[src/rtl/hazard_pkg.sv]
// Shared definitions for the pipeline hazard control unit.
package hazard_pkg;

    // Control-unit FSM: RUN issues normally, MEM_WAIT holds the pipe for data memory.
    typedef enum logic {
        RUN      = 1'b0,
        MEM_WAIT = 1'b1
    } state_t;

    // Register $0 is hard-wired to zero and never creates a dependency.
    localparam logic [4:0] REG_ZERO = 5'd0;

    // Default number of memory-wait cycles before the timeout flag sets.
    localparam int DEF_TIMEOUT_CYCLES = 256;

endpackage

[src/rtl/sat_counter.sv]
// Saturating up-counter with synchronous clear; sticks at all-ones.
module sat_counter #(
    parameter int WIDTH = 8
) (
    input  logic             clk_i,
    input  logic             rst_i,
    input  logic             inc_i,
    input  logic             clr_i,
    output logic [WIDTH-1:0] cnt_o
);

    localparam logic [WIDTH-1:0] ONE = {{(WIDTH-1){1'b0}}, 1'b1};
    localparam logic [WIDTH-1:0] MAX = {WIDTH{1'b1}};

    logic [WIDTH-1:0] r_cnt;

    // Clear wins over increment; increment stops once the counter is full.
    always_ff @(posedge clk_i or posedge rst_i) begin
        if (rst_i) begin
            r_cnt <= '0;
        end else if (clr_i) begin
            r_cnt <= '0;
        end else if (inc_i && (r_cnt != MAX)) begin
            r_cnt <= r_cnt + ONE;
        end
    end

    assign cnt_o = r_cnt;

endmodule

[src/rtl/hazard_control_unit.sv]
// Stall/flush control for the 5-stage MIPS pipeline: load-use, ID-stage
// branch operand, and multi-cycle data-memory hazards.
//
// Handshake: a data-memory access is in flight while dmem_req_i=1; it
// completes in the cycle dmem_ready_i=1. While in MEM_WAIT the access is
// assumed to be held, so dmem_ready_i alone releases the freeze. In RUN,
// dmem_ready_i without dmem_req_i has no effect.
module hazard_control_unit
    import hazard_pkg::*;
#(
    parameter int TIMEOUT_CYCLES = DEF_TIMEOUT_CYCLES,
    parameter int STALL_CNT_W    = 32
) (
    input  logic                   clk_i,
    input  logic                   rst_i,
    input  logic [4:0]             IF_ID_RS_i,
    input  logic [4:0]             IF_ID_RT_i,
    input  logic                   ID_branch_i,
    input  logic                   branch_taken_i,
    input  logic                   ID_EX_MemRead_i,
    input  logic                   ID_EX_RegWrite_i,
    input  logic [4:0]             ID_EX_RD_i,
    input  logic                   EX_MEM_MemRead_i,
    input  logic [4:0]             EX_MEM_RD_i,
    input  logic                   dmem_req_i,
    input  logic                   dmem_ready_i,
    output logic                   PC_write_o,
    output logic                   IF_ID_write_o,
    output logic                   IF_ID_flush_o,
    output logic                   ID_EX_flush_o,
    output logic                   pipe_hold_o,
    output logic                   MEM_WB_flush_o,
    output logic [STALL_CNT_W-1:0] stall_cnt_o,
    output logic                   timeout_o,
    output logic                   state_dbg_o
);

    // Wait counter must hold TIMEOUT_CYCLES; keep at least 2 bits for the counter.
    localparam int WAIT_W_RAW = $clog2(TIMEOUT_CYCLES + 1);
    localparam int WAIT_W     = (WAIT_W_RAW < 2) ? 2 : WAIT_W_RAW;
    // Timeout fires on the edge where the wait count reaches TIMEOUT_CYCLES.
    localparam logic [WAIT_W-1:0] WAIT_LAST = WAIT_W'(TIMEOUT_CYCLES - 1);

    state_t            r_state;
    logic              r_timeout;
    logic [WAIT_W-1:0] w_wait_cnt;

    logic w_lu_haz;
    logic w_br_ex;
    logic w_br_mem;
    logic w_id_stall;
    logic w_mem_stall;
    logic w_frozen;
    logic w_stall_inc;

    // Load in EX feeding the instruction in ID: one bubble needed.
    assign w_lu_haz = ID_EX_MemRead_i && (ID_EX_RD_i != REG_ZERO) &&
                      ((ID_EX_RD_i == IF_ID_RS_i) || (ID_EX_RD_i == IF_ID_RT_i));

    // Branch compares in ID, so any in-flight EX result it reads is not ready yet.
    assign w_br_ex = ID_branch_i && ID_EX_RegWrite_i && (ID_EX_RD_i != REG_ZERO) &&
                     ((ID_EX_RD_i == IF_ID_RS_i) || (ID_EX_RD_i == IF_ID_RT_i));

    // A load in MEM is still not forwardable into the ID comparator.
    assign w_br_mem = ID_branch_i && EX_MEM_MemRead_i && (EX_MEM_RD_i != REG_ZERO) &&
                      ((EX_MEM_RD_i == IF_ID_RS_i) || (EX_MEM_RD_i == IF_ID_RT_i));

    assign w_id_stall  = w_lu_haz || w_br_ex || w_br_mem;
    assign w_mem_stall = dmem_req_i && !dmem_ready_i;

    // The whole pipe is frozen on a new unfinished access or an ongoing wait.
    assign w_frozen = (r_state == MEM_WAIT) ? !dmem_ready_i : w_mem_stall;

    // Same-cycle control outputs; memory freeze beats ID stall beats branch flush.
    always_comb begin
        PC_write_o     = 1'b1;
        IF_ID_write_o  = 1'b1;
        IF_ID_flush_o  = ID_branch_i && branch_taken_i;
        ID_EX_flush_o  = 1'b0;
        pipe_hold_o    = 1'b0;
        MEM_WB_flush_o = 1'b0;
        if (rst_i) begin
            PC_write_o     = 1'b0;
            IF_ID_write_o  = 1'b0;
            IF_ID_flush_o  = 1'b1;
            ID_EX_flush_o  = 1'b1;
            MEM_WB_flush_o = 1'b1;
        end else if (w_frozen) begin
            PC_write_o     = 1'b0;
            IF_ID_write_o  = 1'b0;
            IF_ID_flush_o  = 1'b0;
            pipe_hold_o    = 1'b1;
            MEM_WB_flush_o = 1'b1;
        end else if (w_id_stall) begin
            PC_write_o     = 1'b0;
            IF_ID_write_o  = 1'b0;
            IF_ID_flush_o  = 1'b0;
            ID_EX_flush_o  = 1'b1;
        end
    end

    // FSM and sticky timeout: stay in MEM_WAIT while frozen, latch timeout at the limit.
    always_ff @(posedge clk_i or posedge rst_i) begin
        if (rst_i) begin
            r_state   <= RUN;
            r_timeout <= 1'b0;
        end else begin
            r_state <= w_frozen ? MEM_WAIT : RUN;
            if (w_frozen && (w_wait_cnt == WAIT_LAST)) begin
                r_timeout <= 1'b1;
            end
        end
    end

    // Counts frozen cycles; clears whenever the pipe is released.
    sat_counter #(
        .WIDTH (WAIT_W)
    ) u_wait_cnt (
        .clk_i (clk_i),
        .rst_i (rst_i),
        .inc_i (w_frozen),
        .clr_i (!w_frozen),
        .cnt_o (w_wait_cnt)
    );

    assign w_stall_inc = !PC_write_o && !rst_i;

    // Counts every cycle the PC is held, for performance monitoring.
    sat_counter #(
        .WIDTH (STALL_CNT_W)
    ) u_stall_cnt (
        .clk_i (clk_i),
        .rst_i (rst_i),
        .inc_i (w_stall_inc),
        .clr_i (1'b0),
        .cnt_o (stall_cnt_o)
    );

    assign timeout_o   = r_timeout;
    assign state_dbg_o = (r_state == MEM_WAIT);

endmodule
[config.mk]
export PLATFORM = sky130hd
export DESIGN_NAME = hazard_control_unit
export DESIGN_NICKNAME = d
export VERILOG_FILES = /design/src/rtl/hazard_pkg.sv /design/src/rtl/sat_counter.sv /design/src/rtl/hazard_control_unit.sv
export SDC_FILE = /design/constraint.sdc
export NUM_CORES = 1
export LEC_CHECK = 0
export ABC_AREA = 1
export CAP_MARGIN = 20
export CORE_MARGIN = 2
export CORE_UTILIZATION = 56
export DETAILED_ROUTE_END_ITERATION = 10
export GPL_TIMING_DRIVEN = 1
export PLACE_DENSITY = 0.86
export SYNTH_ARGS = -nofsm -noshare
export SYNTH_HDL_FRONTEND = slang
export SYNTH_HIERARCHICAL = 1
export SYNTH_SLANG_ARGS = --single-unit
[constraint.sdc]
create_clock -name clk_i -period 4.5 [get_ports clk_i]
set_clock_uncertainty 0.05 [all_clocks]
set_input_delay 1.125 -clock clk_i [delete_from_list [all_inputs] [get_ports clk_i]]
set_output_delay 1.125 -clock clk_i [all_outputs]
set_load 0.03 [all_outputs]
==> metrics.yaml <==
globalplace.congestion: 0.893
min_period_over_period: 0.953
nNetsFinal: 633
syn_to_final_growth_pct: 26.0
drt_wl_total_um: 8670
ant_nets: 0
syn_area_sq_mm: 0.00331
fp-row-count: 27
die_height_um: 80.8
place_ws_ps: 235
syn_inst: 532
grt_pass1_wl_um: 14700
syn-mean-instance-area_sq_um: 6.22
cts-resized-gates: 0
hold_buffers: 0
dieArea_sq_mm: 0.00654
path_max_fanout: 4
grtUsageTotal: 0.281
ys.flop_type: "dfrtp_1"
endpoint_kind: "primary output"
die_w_um: 80.8
crit_arrival_ps: 3110
grt_start_max_net_pins: 33
rr_startpoint: "u_stall_cnt/cnt_o[1]"
holdPathStages: 2
num_vias: 3645
clk_path_buf_depth: 2
pin_count: 69
reg2regPathDepth: 11
yosysMostFrequentCell: "nand2_1"
root_buffer: "clkbuf_8"
n_antenna_cell: 0
timing.setup.tns_ps: 0
final_layout_size_suffix_gt1_frac: 0.0714
power_density_mw_per_mm2: 212
ys_ff_latch: 43
overflow: 0
yosysSeqAreaShare: 0.325
cp.required_ps: 3320
synth-edff-count: 0
tightest_slew_ps: 539
synth.distinct_cells: 34
grt_pass1_vias: 3324
status: "finished clean"
slew_viol_final: 0
synthArstFlopShare: 1.00
hold_path.startpoint: "timeout_o"
critPathKind: "in -> out"
synthTopCellsByCount: "nand2_1, nor2_1, inv_1"
cp-start-kind: "input port"
layout_setup_ws_ps: 212
setup_viol: 0
wl_per_cell_um: 12.9
dpl.hpwl_um: 6410
hold_end: "timeout_o"
regToRegSetupSlack_ps: 2290
via_per_inst: 5.41
p_leak_nw: 1.99
hp-class: "reg -> reg"
rsz0062_at_grt: "false"
yosys.area.top_type_share: 0.325
cts_made_buffers: 5
postCtsSetupBuffers: 0
initial_core_util: 0.590
port_buffers: 68
ir_worst_vdd_mv: 0.131
clkTransAtPathRegs_ps: 80
maxCapViolations: 0
slew_headroom: 0.639
drt-initial-drc-count: 270
clkLatencyLatePin_ps: 310
core_sq_mm: 0.00561
antenna_found_initial: 0
cts_tree: "yes"
synth_top_cell_by_area: "dfrtp_1"
drt_drc_violations_left: 0
timing.rr.end: "u_stall_cnt/cnt_o[2]"
synth_area_leaders: "dfrtp_1, nand2_1, nor2_1"
first_pass_iters: 5
yosys_warnings: 6
finalHoldViolations: 0
max_freq_mhz: 233
cts_max_level: 2
clock_sinks: 43
finalCriticalPeriod_ps: 4290
==> critical path, cell delays in order <==
cell             delay (ps)
clkdlybuf4s50_1         590
inv_2                    50
nand2_1                  60
nand2_1                  50
nor2_1                  130
nand3_1                 100
nand2_1                  90
nand2_2                  80
nand2_2                  80
nand2_1                  50
nand2_1                  50
clkdlybuf4s50_1         660
==> logic make-up after synthesis <==
family | count (synthesis) | share of synthesized area
xor gates and xnor gates | 13 | 0.0344
adders and majority gates | 3 | 0.0114
buffers and inverters | 77 | 0.0965
and+or+nand+nor | 364 | 0.478
AOI/OAI and AO/OA | 31 | 0.0530
other | 1 | 0.00113
DFF | 43 | 0.325
==> routing by layer <==
metal	track usage	vias up	wire, um
li1	-	1780	-
met2	0.478	172	4100
met3	0.0533	28	643
met5	0	-	0
met1	0.366	1665	3770
met4	0.0780	0	158
==> worst max path at each step <==
stage	slack [ps]	from	end
after CTS	230	ID_EX_RD_i[3]	ID_EX_flush_o
after detailed placement	240	ID_EX_RD_i[3]	ID_EX_flush_o
after global placement	290	ID_EX_RD_i[3]	PC_write_o
after floorplan	930	dmem_req_i	PC_write_o
final	210	ID_EX_RD_i[3]	ID_EX_flush_o
after global routing	80	ID_EX_RD_i[3]	ID_EX_flush_o
==> placed cells by master (no fill, tap or decap), types with 3 or more instances in the layout <==
| cell type | instances |
|---|---|
| ha_1 | 3 |
| nor2_4 | 3 |
| a21oi_1 | 8 |
| conb_1 | 3 |
| nand2_2 | 6 |
| dfrtp_1 | 43 |
| clkdlybuf4s50_1 | 68 |
| inv_2 | 10 |
| clkbuf_8 | 5 |
| inv_1 | 56 |
| xnor2_1 | 5 |
| nand2_4 | 4 |
| nor2_2 | 5 |
| nor2_1 | 80 |
| nand4_1 | 14 |
| xor2_1 | 8 |
| nand2_1 | 195 |
| nor3_1 | 3 |
| o21ai_0 | 15 |
| o21ai_2 | 3 |
| nand3_1 | 47 |
==> through the flow <==
stage	util	hold WS (ps)	instances	area, sq um	power (mW)
3_5_place_dp	0.719	415	666	4030	0.529
4_1_cts	0.743	438	674	4170	0.886
2_1_floorplan	-	410	534	3310	0.477
3_3_place_gp	0.719	400	666	4030	0.526
6_report	0.743	431	674	4170	0.884
5_1_grt	0.743	462	674	4170	0.917
==> layout make-up <==
type	count	area, sq um
fillers	472	1440
multi-input cells	414	1920
inverters	67	251
well taps	72	90.1
clock inverters	2	60.1
clock buffers	6	72.6
repair buffers	70	696
flip-flops and latches	43	1080
==> state kept, by name (all words and copies together) (netlist names) <==
name               cells
u_wait_cnt/cnt_o       9
timeout_o              1
state_dbg_o            1
u_stall_cnt/cnt_o     32
==> power breakdown <==
group | switching [mW] | internal, mW
logic | 0.0811 | 0.0520
clock network | 0.138 | 0.222
registers | 0.00230 | 0.389
No activity file was read; power rests on OpenSTA's default activity.
